==> src/rtl/freq_meter.sv <==
// Gated edge counter: counts rising edges of an async signal over a fixed clk window,
// saturates the result and converts it to 4-digit BCD with a sequential double-dabble.
module freq_meter #(
  parameter int unsigned GATE_CYCLES = 100000000,
  parameter int unsigned MAX_COUNT   = 9999
) (
  input  logic        clk,
  input  logic        rst,
  input  logic        en,
  input  logic        sig_in,
  output logic [13:0] freq,
  output logic [15:0] bcd,
  output logic        overflow,
  output logic        valid
);

  localparam int unsigned GW = (GATE_CYCLES > 1) ? $clog2(GATE_CYCLES) : 1;
  localparam logic [GW-1:0] GateLast = GW'(GATE_CYCLES - 1);
  localparam logic [13:0]   MaxCnt   = 14'(MAX_COUNT);
  localparam logic [13:0]   EdgeSat  = 14'h3fff;

  typedef enum logic [1:0] {StMeasure, StConvert, StDone} state_t;

  state_t        state_q;
  logic          sync1_q, sync2_q, hist_q;
  logic [GW-1:0] gate_cnt_q;
  logic [13:0]   edge_cnt_q;
  logic [13:0]   cap_q;
  logic          ovf_cap_q;
  logic [13:0]   bin_q;
  logic [15:0]   bcd_sh_q;
  logic [3:0]    bit_cnt_q;

  logic          rise;
  logic [13:0]   edge_next;
  logic [13:0]   final_sat;
  logic          final_ovf;
  logic [15:0]   bcd_adj;
  logic [15:0]   bcd_shift;

  assign rise = sync2_q & ~hist_q;

  // Edge counter sticks at all-ones instead of wrapping.
  always_comb begin
    edge_next = edge_cnt_q;
    if (rise && (edge_cnt_q != EdgeSat)) begin
      edge_next = edge_cnt_q + 14'd1;
    end
    final_ovf = (edge_next > MaxCnt);
    final_sat = final_ovf ? MaxCnt : edge_next;
  end

  always_comb begin
    bcd_adj = bcd_sh_q;
    for (int i = 0; i < 4; i++) begin
      if (bcd_adj[4*i +: 4] >= 4'd5) begin
        bcd_adj[4*i +: 4] = bcd_adj[4*i +: 4] + 4'd3;
      end
    end
    bcd_shift = {bcd_adj[14:0], bin_q[13]};
  end

  // Synchronizer and history stay live while en is low.
  always_ff @(posedge clk) begin
    if (rst) begin
      sync1_q <= 1'b0;
      sync2_q <= 1'b0;
      hist_q  <= 1'b0;
    end else begin
      sync1_q <= sig_in;
      sync2_q <= sync1_q;
      hist_q  <= sync2_q;
    end
  end

  always_ff @(posedge clk) begin
    if (rst) begin
      state_q    <= StMeasure;
      gate_cnt_q <= '0;
      edge_cnt_q <= '0;
      cap_q      <= '0;
      ovf_cap_q  <= 1'b0;
      bin_q      <= '0;
      bcd_sh_q   <= '0;
      bit_cnt_q  <= '0;
      freq       <= '0;
      bcd        <= '0;
      overflow   <= 1'b0;
      valid      <= 1'b0;
    end else if (!en) begin
      state_q    <= StMeasure;
      gate_cnt_q <= '0;
      edge_cnt_q <= '0;
      cap_q      <= '0;
      ovf_cap_q  <= 1'b0;
      bin_q      <= '0;
      bcd_sh_q   <= '0;
      bit_cnt_q  <= '0;
      valid      <= 1'b0;
    end else begin
      valid <= 1'b0;
      unique case (state_q)
        StMeasure: begin
          if (gate_cnt_q == GateLast) begin
            cap_q      <= final_sat;
            ovf_cap_q  <= final_ovf;
            bin_q      <= final_sat;
            bcd_sh_q   <= '0;
            bit_cnt_q  <= '0;
            gate_cnt_q <= '0;
            edge_cnt_q <= '0;
            state_q    <= StConvert;
          end else begin
            gate_cnt_q <= gate_cnt_q + GW'(1);
            edge_cnt_q <= edge_next;
          end
        end
        StConvert: begin
          bcd_sh_q  <= bcd_shift;
          bin_q     <= {bin_q[12:0], 1'b0};
          bit_cnt_q <= bit_cnt_q + 4'd1;
          // Outputs load on the last shift so they are visible with valid in StDone.
          if (bit_cnt_q == 4'd13) begin
            freq     <= cap_q;
            bcd      <= bcd_shift;
            overflow <= ovf_cap_q;
            valid    <= 1'b1;
            state_q  <= StDone;
          end
        end
        StDone: begin
          state_q <= StMeasure;
        end
        default: begin
          state_q <= StMeasure;
        end
      endcase
    end
  end

endmodule
==> config.mk <==
export PLATFORM = sky130hd
export DESIGN_NAME = freq_meter
export DESIGN_NICKNAME = d
export VERILOG_FILES = /design/src/rtl/freq_meter.sv
export SDC_FILE = /design/constraint.sdc
export NUM_CORES = 1
export LEC_CHECK = 0
export ABC_CLOCK_PERIOD_IN_PS = 3950
export BUFFER_PORTS_ARGS = -buffer_cell sky130_fd_sc_hd__buf_2
export CAP_MARGIN = 20
export CELL_PAD_IN_SITES_DETAIL_PLACEMENT = 1
export CELL_PAD_IN_SITES_GLOBAL_PLACEMENT = 1
export CORE_MARGIN = 3
export CORE_UTILIZATION = 40
export DETAILED_ROUTE_END_ITERATION = 16
export PLACE_DENSITY_LB_ADDON = 0.1
export RECOVER_POWER = 100
export SYNTH_ARGS = -nofsm -noshare
export SYNTH_HDL_FRONTEND = slang
export SYNTH_SLANG_ARGS = --single-unit
export TNS_END_PERCENT = 1
==> constraint.sdc <==
create_clock -name clk -period 3.95 [get_ports clk]
set_input_delay 1.185 -clock clk [delete_from_list [all_inputs] [get_ports clk]]
set_output_delay 1.185 -clock clk [all_outputs]
set_load 0.03 [all_outputs]
Word-level counts from Yosys, hierarchy flattened
Index checks and enable logic that the tools add are counted.

storage, ports and cells
  bits in writable memories = 0
  output and inout bits = 32
  input bits = 4
  ROM bits = 0
  latch bits = 0
  register bits after elaboration = 127
  memories = 0
  logic and storage cells = 64

cells by class
  muxes and demuxes = 18
  div/mod/pow operators = 0
  multipliers = 0
  shift-type cells = 0
  add/subtract/negate cells = 7
  reductions and logical operators = 9
  bitwise gates (word level) = 4
  equal/unequal tests = 6
  order comparisons = 5

operators with widths
  operator                                                                number
  14-bit two-way mux                                                      4
  16-bit one-hot mux with 2 select lines                                  1
  14-bit one-hot mux with 2 select lines                                  1
  27-bit by 1-bit adder with 27-bit output (second input constant)        1
  27-bit == test (second input constant)                                  1
  27-bit two-way mux                                                      1
  4-bit by 3-bit >= comparator with 1-bit output (second input constant)  4
  16-bit two-way mux                                                      1
  4-bit two-way mux                                                       4
  14-bit by 1-bit adder with 14-bit output (second input constant)        1
  14-bit greater-than comparator (second input constant)                  1
  14-bit inequality test (second input constant)                          1
  4-bit by 2-bit adder with 4-bit output (second input constant)          3
  4-bit one-hot mux with 2 select lines                                   1
  2-bit AND reduction                                                     3
  4-bit by 1-bit adder with 4-bit output (second input constant)          1
  4-bit == test (second input constant)                                   1
  2-bit two-way mux                                                       2
  2-bit inequality test (second input constant)                           2
  2-bit one-hot mux with 2 select lines                                   1
  3-bit by 2-bit adder with 3-bit output (second input constant)          1
  3-bit two-way mux                                                       1
  1-bit NOT                                                               3
  3-bit AND reduction                                                     1
  other kinds (8)                                                         8

Longest topological paths before layout
Gate-level depths: netlist of the first run.

  word-level depth = 8
  depth in mapped cells = 10
  depth with buffers taken out = 8

Worst setup path after synthesis of the first run
Ideal clock, no wire load.

  path type = input port to flip-flop
  start point = input port rst
  end point = register bit_cnt_q[0]
  setup time = 128 ps
  slack = 1335 ps
  required time = 3822 ps
  data arrival time = 2487 ps
  path buffers = 4
  stages = 6
  path through = clkbuf_1 -> nand2b_1 -> buf_2 -> buf_1 -> clkbuf_1 -> nor2_1

on the way
  longest elaborated chain between the ends = 1

ends and longest elaborated chain
  what                          RTL line  source
  start: declaration            8         input logic rst,
  2-bit OR reduction (no line)  n/a
  end signal: assignment        121       bit_cnt_q <= bit_cnt_q + 4'd1;
  end: declaration              32        logic [3:0] bit_cnt_q;

No other way between the ends.
A chain may end at the register's enable or synchronous reset.

Final worst setup path of the first run
  start point = register gate_cnt_q[9]
  end point = register bin_q[2]

on the way
  longest elaborated chain between the ends = 3

ends and longest elaborated chain
  what                             RTL line  source
  start: declaration               26        logic [GW-1:0] gate_cnt_q;
  start signal: assignment         114       gate_cnt_q <= gate_cnt_q + GW'(1);
  27-bit == test                   104       if (gate_cnt_q == GateLast) begin
  2-bit inequality test (no line)  n/a
  2-bit AND reduction (no line)    n/a
  end signal: assignment           107       bin_q <= final_sat;
  end signal: assignment           120       bin_q <= {bin_q[12:0], 1'b0};
  end: declaration                 30        logic [13:0] bin_q;

No other way between the ends.

==> results of run 1 <==
==> sequential cells by signal, indices dropped and copies added (netlist names), 2 cells and up <==
| name | flops |
|---|---|
| edge_cnt_q | 14 |
| state_q | 2 |
| gate_cnt_q | 27 |
| bit_cnt_q | 4 |
| freq | 14 |
| bcd_sh_q | 16 |
| bcd | 16 |
| bin_q | 14 |
| cap_q | 14 |
==> routing by layer <==
layer | global-route usage (%) | up-vias | share of wire [%] | wire length (um)
met5 | 0 | - | 0 | 0
met4 | 6.69 | 0 | 1.1 | 175
met3 | 3.60 | 12 | 3.5 | 540
met2 | 34.3 | 80 | 50 | 7620
met1 | 24.2 | 2407 | 46 | 7040
li1 | - | 2386 | - | -
==> area by class of cell <==
| cell class | instances | area (sq um) |
|---|---|---|
| Fill cell | 1677 | 7450 |
| Multi-Input combinational cell | 488 | 2930 |
| Sequential cell | 127 | 2540 |
| Clock buffer | 18 | 439 |
| Tap cell | 180 | 225 |
| Timing Repair Buffer | 46 | 205 |
| Clock inverter | 14 | 143 |
| Inverter | 14 | 52.6 |
==> power by group through the flow <==
stage / sequential (uW) / clock [uW] / combinational (uW)
floorplan: 1310 / 0 / 27.9
global placement: 1310 / 0 / 37.9
detailed placement: 1310 / 0 / 39.5
CTS: 1290 / 1570 / 39.8
global route: 1290 / 1620 / 40.9
finish: 1290 / 1540 / 36.6
==> critical path, delay by kind of cell, from the launching register on <==
kind                   cells  cell delay (ns)
AO/OA/AOI/OAI              2             0.63
flip-flops                 1             0.35
AND/OR/NAND/NOR            4             1.54
buffers and inverters      2             0.78
==> logic make-up (layout without fill, tap and decap cells) <==
kind of cell,Yosys count,after routing,synth area share (%)
xor gates and xnor gates,40,40,6.10
AOI/OAI and AO/OA,150,150,17.3
buffers and inverters,51,92,3.81
and+or+nand+nor,274,274,23.8
muxes,12,12,2.11
adders and majority gates,12,12,2.61
DFF,127,127,44.3
==> stage by stage <==
step	area, sq um	total power, uW
2_1_floorplan	5750	1340
3_3_place_gp	6060	1350
3_5_place_dp	6060	1350
4_1_cts	6650	2900
5_1_grt	6540	2950
6_report	6540	2860
==> worst paths after layout <==
kind,depth (start not counted),slack (ns),to,startpoint
max,8,0.59,bin_q[2]$_SDFFE_PP0P_,gate_cnt_q[9]$_SDFFE_PP0P_
min,1,0.45,sync2_q$_SDFF_PP0_,sync1_q$_SDFF_PP0_
max reg2reg,8,0.59,bin_q[2]$_SDFFE_PP0P_,gate_cnt_q[9]$_SDFFE_PP0P_
min reg2reg,1,0.45,sync2_q$_SDFF_PP0_,sync1_q$_SDFF_PP0_
==> cell usage in the layout, fill, tap and decap left out, drive strengths merged, types with 3 or more instances in the layout <==
master | Yosys | layout
o32ai | 3 | 3
a21oi | 51 | 51
or3b | 3 | 3
nor3b | 4 | 4
a22o | 10 | 10
nor3 | 20 | 20
nor2b | 8 | 8
a211oi | 5 | 5
xnor2 | 19 | 19
nor2 | 76 | 76
and2 | 3 | 3
nand3 | 22 | 22
nand4 | 8 | 8
nor4b | 3 | 3
o21ai | 38 | 38
or3 | 5 | 5
buf | 13 | 10
xor2 | 21 | 21
a22oi | 14 | 14
clkinvlp | 0 | 6
mux2i | 11 | 11
clkinv | 0 | 5
nand3b | 3 | 3
a311oi | 4 | 4
nor4 | 5 | 5
o21a | 3 | 3
nand2 | 87 | 87
clkbuf | 24 | 54
a211o | 3 | 3
dfxtp | 127 | 127
nand2b | 8 | 8
inv | 14 | 15
and3 | 10 | 10
o31ai | 8 | 8
ha | 12 | 12
==> qor.csv, run 1 <==
stage,metric,value,unit
run_status,status,"finished, final reports clean",
global_route,first-pass GRT wire length,25300,um
power_and_ir_drop,static leakage,0.00222,uW
layout,fraction of layout cells with a size suffix above 1,8.35,%
critical_path,cell mode on critical path,clkbuf_1,
cts,clock net sink count,127,
cts,H-tree depth,4,
synthesis,#FFs+latches synth,127,
layout,n_diodes,0,
timing,Fmax,0.297,GHz
synthesis,"Top FF cell, synth",dfxtp_1,
cts,clk slew on worst S/H paths,0.06,ns
cts,hold_buf cts,0,
power_and_ir_drop,Sw Pwr,630,uW
synthesis,top post-synthesis cells by area,"dfxtp_1, nand2_1, nor2_1",
global_route,vias in the first global route,5045,
critical_path,Startpoint Class,flop,
drt,final WL,15400,um
synthesis,"Seq/Total Area, Yosys",44.3,%
timing,Slew Limit Fails,0,
die,# IOs,36,
drt,Post-DRT Antenna Nets,0,
power_and_ir_drop,Gate power share,1.3,%
worst_hold_path,HP Class,flop to flop,
place,gp weighted congestion,0.837,
critical_path,Crit path arrival time,3.73,ns
critical_path,CP Cell Sequence,or4_1 > or3_1 > nor3_1 > clkbuf_1 > o21ai_0 > clkbuf_1 > nor4b_1 > a211o_1,
timing,setup tns final,0,ns
die,initial core utilization,41.1,%
cts,Post-CTS Setup Repair Bufs,0,
timing,Worst Tran Pin Value,1.12,ns
timing,hold_ws,0.453,ns
drt,WL/cell,17.3,um
die,die width,126,um
layout,Layout Cells excl Fill,887,
die,row count,43,
critical_path,worst-path fanout max,13,
flow_run,Max-Cap Viols,0,
timing,Final Hold Vio Count,0,
synthesis,Syn Std Cell Area,5750,sq um
synthesis,"top cells by count, synth","dfxtp_1, nand2_1, nor2_1",
cts,worst skew pair latency,0.42,ns
drt,routed via count,4885,
timing,setup ws final,0.585,ns
layout,nets,710,
cts,clk buf depth,2,
power_and_ir_drop,internal power,2230,uW
drt,DR iter-0 viols,173,
cts,CTS tree,done,
global_route,Congestion Overflow GR,0,
place,pre-CTS setup slack,0.827,ns
critical_path,critical path class,flop to flop,
global_route,gr usage total,19.5,%
cts,cts repair resizes,0,
critical_path,CP Capture Type,flop,
die,DIE AREA,15800,sq um
synthesis,yosys warns,0,
synthesis,Yosys cell types,66,
die,area of the core,14000,sq um
place,port bufs,35,
synthesis,Cells after Synth,666,
critical_path,critical path data required time,4.31,ns
timing,Rel. slew slack,24.3,%
power_and_ir_drop,worst vdd rail ir drop,0.000301,V
layout,area delta synth->final,13.8,%
power_and_ir_drop,clock share of power,53.8,%
synthesis,syn_nets,682,
global_route,initial antenna violation count,0,
timing,Final setup viols,0,
drt,DRC Markers,0,
place,Post-Place Cells,855,
cts,total CTS buffers,17,
critical_path,"Slowest-stage cell, CP",or4_1,
power_and_ir_drop,sequential share of power,44.9,%
die,Die H,126,um
global_route,largest net degree at the start of global routing,27,
synthesis,most common cell in the netlist,dfxtp_1,
timing,Tcrit/Tclk final,85.2,%
power_and_ir_drop,sw frac,22.0,%
synthesis,"Avg Cell Area, Syn",8.63,sq um
layout,final design utilization,46.7,%
drt,via/cell ratio,5.51,
synthesis,Yosys top cell area share,44.3,%
timing,crit path time final,3.36,ns
synthesis,largest area contributor in the netlist,dfxtp_1,
critical_path,CP max stage delay,0.53,ns
drt,DRT Pass-1 Iters,4,
cts,CTS Root Cell,clkbuf_16,
synthesis,ys async rst share,0,%
timing,RSZ-0062 raised after global routing,no,
timing,clock skew,0.00590,ns
power_and_ir_drop,PwrDens,438,nW/um^2
place,hpwl dp,10800,um
synthesis,"EDFF count, synth",0,
Power figures use the tool's default switching activity.
==> inputs of run 2 (changes only) <==
ABC_AREA = 1   (was not set)
CORE_MARGIN = 2   (was 3)
==> qor.csv, run 2 <==
stage,metric,value,unit
run_status,status,"finished, final reports clean",
drt,routed via count,5276,
worst_hold_path,HP Class,flop to flop,
synthesis,ys async rst share,0,%
cts,cts repair resizes,0,
timing,setup tns final,0,ns
power_and_ir_drop,PwrDens,446,nW/um^2
timing,Fmax,0.318,GHz
global_route,global route hottest layer,met2,
synthesis,Synth Area in Compound Gates,16.3,%
synthesis,"Seq/Total Area, Yosys",43.3,%
timing,crit path time final,3.14,ns
timing,Final Hold Vio Count,0,
place,hpwl dp,11400,um
drt,DR iter-0 viols,211,
power_and_ir_drop,sequential share of power,43.0,%
cts,CTS Root Cell,clkbuf_16,
synthesis,"EDFF count, synth",0,
synthesis,main combinational cell family by area after synthesis,simple AND/OR/NAND/NOR gates,
timing,RSZ-0062 raised after global routing,no,
power_and_ir_drop,sw frac,22.8,%
drt,Post-DRT Antenna Nets,0,
synthesis,top post-synthesis cells by area,"dfxtp_1, nand2_1, inv_1",
timing,clock skew,0.0109,ns
synthesis,largest area contributor in the netlist,dfxtp_1,
place,port bufs,35,
synthesis,syn_nets,817,
drt,DRC Markers,0,
critical_path,Startpoint Class,flop,
synthesis,Cells after Synth,801,
die,area of the core,14400,sq um
critical_path,critical path data required time,4.28,ns
power_and_ir_drop,Gate power share,1.6,%
cts,clk buf depth,2,
layout,"commonest non-fill, non-tap cell in the layout",nand2_1,
cts,Post-CTS Setup Repair Bufs,0,
synthesis,Syn Std Cell Area,5870,sq um
layout,fraction of layout cells with a size suffix above 1,6.73,%
global_route,first-pass GRT wire length,26900,um
synthesis,post-synthesis mux area share,0,%
critical_path,CP Capture Type,flop,
layout,n_diodes,0,
drt,via/cell ratio,5.12,
place,placed inst area,6190,sq um
synthesis,"Avg Cell Area, Syn",7.33,sq um
synthesis,adder-cell share of the synthesized area,2.56,%
layout,nets,850,
global_route,vias in the first global route,5592,
global_route,largest net degree at the start of global routing,55,
synthesis,Yosys cell types,43,
global_route,gr usage total,21.0,%
layout,register with the most flip-flops,gate_cnt_q,
synthesis,#FFs+latches synth,127,
layout,most frequent cells in the layout,"nand2_1, dfxtp_1, inv_1, o21ai_0, nor2_1",
cts,clock net sink count,127,
timing,Final setup viols,0,
global_route,met3 Use GR,5.22,%
cts,clk slew on worst S/H paths,0.06,ns
critical_path,Crit path arrival time,3.47,ns
power_and_ir_drop,clock share of power,55.4,%
layout,max reg flops,27,
global_route,initial antenna violation count,0,
cts,total CTS buffers,17,
cts,CTS tree,done,
synthesis,most common cell in the netlist,nand2_1,
cts,hold_buf cts,0,
power_and_ir_drop,internal power,2310,uW
die,Die H,125,um
critical_path,critical path class,flop to flop,
cts,worst skew pair latency,0.42,ns
timing,Rel. slew slack,34.4,%
synthesis,"top cells by count, synth","nand2_1, dfxtp_1, inv_1",
die,die width,125,um
global_route,met2 Resource Use GR,33.9,%
drt,DRT Pass-1 Iters,4,
drt,WL/cell,15.3,um
synthesis,Yosys top cell area share,43.3,%
drt,final WL,15700,um
global_route,Congestion Overflow GR,0,
critical_path,worst-path fanout max,15,
global_route,routing usage on met1,27.7,%
timing,Worst Tran Pin Value,0.981,ns
die,initial core utilization,40.7,%
die,DIE AREA,15700,sq um
layout,Final Cell Area,6710,sq um
synthesis,Post-Synth XOR/XNOR Area,2.56,%
power_and_ir_drop,static leakage,0.00275,uW
synthesis,yosys warns,0,
place,gp weighted congestion,0.776,
synthesis,Post-Synth Simple-Gate Area,25.0,%
timing,Tcrit/Tclk final,79.5,%
die,# IOs,36,
flow_run,Max-Cap Viols,0,
layout,Top Registers,"gate_cnt_q x27, bcd x16, bcd_sh_q x16",
power_and_ir_drop,Sw Pwr,682,uW
cts,H-tree depth,4,
timing,Slew Limit Fails,0,
synthesis,"Top FF cell, synth",dfxtp_1,
die,row count,44,
layout,area delta synth->final,14.2,%
layout,# fillers,1834,
power_and_ir_drop,worst vdd rail ir drop,0.000305,V
run 2: cell families after synthesis:
family,count (synthesis)
simple gates,326
xor+xnor,15
fa+ha+maj,12
buf+inv,154
compound gates,167
flops,127
run 2: critical path, cell delays in order, from the launching register on:
cell and delay (ns):
dfxtp_1 0.40, ha_1 0.26, nand3_1 0.23, nor2_1 0.29, nand2_1 0.26, nand2_4 0.23
inv_2 0.10, o21ai_0 0.59, nor2_1 0.13, nand2_2 0.13, nand2_4 0.13, nand3_1 0.11
nand2_1 0.07, a21oi_1 0.12
run 2: metrics by stage:
| stage | utilization [%] | instances | power (uW) | hold WS, ns | setup WS, ns |
|---|---|---|---|---|---|
| after global routing | 46.5 | 1031 | 3090 | 0.433 | 0.432 |
| final | 46.5 | 1031 | 2990 | 0.409 | 0.810 |
| after floorplan | - | 801 | 1350 | 0.388 | 1.56 |
| after CTS | 47.3 | 1031 | 3030 | 0.413 | 1.12 |
| after detailed placement | 42.9 | 999 | 1360 | 0.402 | 0.864 |
| after global placement | 42.9 | 999 | 1360 | 0.394 | 0.907 |
run 2: worst paths after layout:
path                                    from                     to  slack (ns)  depth (start not counted)
setup / recovery  edge_cnt_q[1]$_SDFFE_PP0P_  bin_q[1]$_SDFFE_PP0P_        0.81                         13
hold / removal            sync1_q$_SDFF_PP0_     sync2_q$_SDFF_PP0_        0.41                          2
setup reg to reg  edge_cnt_q[1]$_SDFFE_PP0P_  bin_q[1]$_SDFFE_PP0P_        0.81                         13
hold reg to reg           sync1_q$_SDFF_PP0_     sync2_q$_SDFF_PP0_        0.41                          2
run 2: layer usage:
metal	share of wire, %	vias up
met2	47	69
met1	49	2518
li1	-	2674
met4	1.2	0
met3	2.8	15
met5	0	-
run 2: area by class of cell:
| cell class | count | area [sq um] | share of cell area, % |
|---|---|---|---|
| multi-input cells | 520 | 2670 | 39.7 |
| flip-flops and latches | 127 | 2540 | 37.9 |
| inverters | 129 | 484 | 7.22 |
| clock buffers | 17 | 425 | 6.34 |
| well taps | 184 | 230 | 3.43 |
| clock inverters | 15 | 198 | 2.95 |
| repair buffers | 39 | 164 | 2.44 |
run 2: power groups by stage:
stage / logic (uW) / clock network (uW) / registers (uW)
after floorplan: 34.4 / 0 / 1310
after global placement: 47.9 / 0 / 1310
after detailed placement: 49.2 / 0 / 1310
after CTS: 49.4 / 1690 / 1290
after global routing: 54.8 / 1750 / 1290
final: 48.0 / 1660 / 1290
==> inputs of run 3 (changes only) <==
ABC_CLOCK_PERIOD_IN_PS = 2850   (was 3950)
clock period = 2.85 ns   (was 3.95 ns; I/O delays follow)
==> qor.csv, run 3 (synthesis results as in run 2) <==
stage,metric,value,unit
run_status,status,"finished, final reports clean",
die,area of the core,14400,sq um
critical_path,R2R Path Start,edge_cnt_q[0]$_SDFFE_PP0P_,
layout,register with the most flip-flops,gate_cnt_q,
drt,DRT Pass-1 Iters,6,
layout,nets,858,
layout,fraction of layout cells with a size suffix above 1,8.09,%
critical_path,CP Cell Sequence,ha_1 > nand3_2 > nor2_4 > nand2_4 > nand2_4 > inv_1 > nand4_1 > nand2_1 > nor2_1 > nand2_2 > nand2_4 > nand2_1 > nand2_1 > o21ai_0,
critical_path,critical path data required time,3.15,ns
worst_hold_path,Hold Crit Start,sync1_q$_SDFF_PP0_,
critical_path,Crit path arrival time,2.87,ns
drt,WL/cell,15.4,um
critical_path,critical path class,flop to flop,
place,pre-CTS setup slack,0.346,ns
layout,Final Cell Area,6760,sq um
timing,RSZ-0062 raised after global routing,no,
cts,Post-CTS Setup Repair Bufs,0,
place,hpwl dp,11700,um
layout,n_diodes,0,
timing,crit path time final,2.57,ns
place,placed inst area,6250,sq um
place,Post-Place Cells,1007,
power_and_ir_drop,PwrDens,594,nW/um^2
die,initial core utilization,40.7,%
cts,hold_buf cts,0,
power_and_ir_drop,worst vdd rail ir drop,0.000386,V
timing,Slew Limit Fails,0,
global_route,first-pass GRT wire length,27300,um
place,port bufs,35,
cts,clock net sink count,127,
cts,H-tree depth,4,
cts,cts repair resizes,0,
place,gp weighted congestion,0.823,
critical_path,CP max stage delay,0.39,ns
die,DIE AREA,15700,sq um
drt,routed via count,5365,
critical_path,worst-path fanout max,15,
timing,Worst Tran Pin Value,0.939,ns
cts,clk buf depth,2,
layout,Reg area,2540,sq um
cts,worst skew pair latency,0.42,ns
timing,setup tns final,0,ns
cts,clk slew on worst S/H paths,0.06,ns
drt,DRC Markers,0,
critical_path,"Slowest-stage cell, CP",dfxtp_1,
timing,Final setup viols,0,
layout,Top Registers,"gate_cnt_q x27, bcd x16, bcd_sh_q x16",
global_route,largest net degree at the start of global routing,54,
drt,final WL,16000,um
critical_path,Critical R2R Capture,cap_q[2]$_SDFFE_PP0P_,
worst_hold_path,HP Class,flop to flop,
global_route,gr usage total,21.3,%
power_and_ir_drop,static leakage,0.00279,uW
cts,CTS tree,done,
cts,CTS Root Cell,clkbuf_16,
layout,max reg flops,27,
worst_hold_path,hold depth,2,
die,# IOs,36,
layout,Layout Cells excl Fill,1037,
critical_path,CP Capture Type,flop,
global_route,vias in the first global route,5581,
global_route,Congestion Overflow GR,0,
worst_hold_path,hold endpoint,sync2_q$_SDFF_PP0_,
layout,final design utilization,46.9,%
timing,Final Hold Vio Count,0,
layout,# fillers,1860,
cts,total CTS buffers,17,
timing,Tcrit/Tclk final,90.2,%
timing,Fmax,0.389,GHz
drt,via/cell ratio,5.17,
timing,Rel. slew slack,37.4,%
flow_run,Max-Cap Viols,0,
die,die width,125,um
timing,setup ws final,0.279,ns
layout,multi-input combinational cell area,2700,sq um
drt,Post-DRT Antenna Nets,0,
layout,"commonest non-fill, non-tap cell in the layout",nand2_1,
critical_path,Startpoint Class,flop,
layout,most frequent cells in the layout,"nand2_1, dfxtp_1, inv_1, o21ai_0, nor2_1",
die,Die H,125,um
die,row count,44,
critical_path,worst-case reg-to-reg path depth,14,
global_route,initial antenna violation count,0,
timing,clock skew,0.0103,ns
critical_path,"reg-to-reg slack, setup",0.28,ns
drt,DR iter-0 viols,282,
layout,area delta synth->final,15.1,%
run 3: final cells by class:
class | count | share of cell area, %
multi-input cells | 520 | 40.0
flip-flops and latches | 127 | 37.6
inverters | 129 | 7.16
clock buffers | 19 | 6.70
well taps | 184 | 3.41
repair buffers | 47 | 3.13
clock inverters | 11 | 2.00
run 3: worst max-delay path: cells and delay by family (launching register included):
family                     cells  cell delay, ns
AOI/OAI and AO/OA              1            0.08
buffers and inverters          1            0.15
and+or+nand+nor               11            1.56
adders and majority gates      1            0.28
DFF                            1            0.39
run 3: through the flow:
| stage | hold WS, ns | total power [uW] |
|---|---|---|
| floorplan | 0.388 | 1870 |
| global placement | 0.395 | 1890 |
| detailed placement | 0.400 | 1890 |
| CTS | 0.411 | 4050 |
| global route | 0.446 | 4140 |
| finish | 0.411 | 4010 |
run 3: metal layers:
layer / vias to the layer above / track usage (%) / part of all wire, %
met1: 2571 / 28.1 / 49
met4: 0 / 6.01 / 1.4
met3: 20 / 5.22 / 3.3
li1: 2693 / - / -
met2: 81 / 34.9 / 46
met5: - / 0 / 0
run 3: where the power goes:
| part | internal (uW) | total, uW | switching [uW] |
|---|---|---|---|
| combinational | 16.5 | 67.7 | 51.1 |
| sequential | 1780 | 1780 | 3.09 |
| clock | 1330 | 2160 | 829 |
| total | 3130 | 4010 | 883 |
run 3: worst max path at each step:
stage,from,to,slack (ns),cells after the start
after floorplan,en,bit_cnt_q[3]$_SDFFE_PP0P_,0.79,7
after global placement,edge_cnt_q[0]$_SDFFE_PP0P_,cap_q[3]$_SDFFE_PP0P_,0.36,14
after detailed placement,rst,gate_cnt_q[8]$_SDFFE_PP0P_,0.35,7
after CTS,edge_cnt_q[0]$_SDFFE_PP0P_,bin_q[1]$_SDFFE_PP0P_,0.30,14
after global routing,edge_cnt_q[0]$_SDFFE_PP0P_,bin_q[0]$_SDFFE_PP0P_,0.04,14
final,edge_cnt_q[0]$_SDFFE_PP0P_,cap_q[2]$_SDFFE_PP0P_,0.28,14
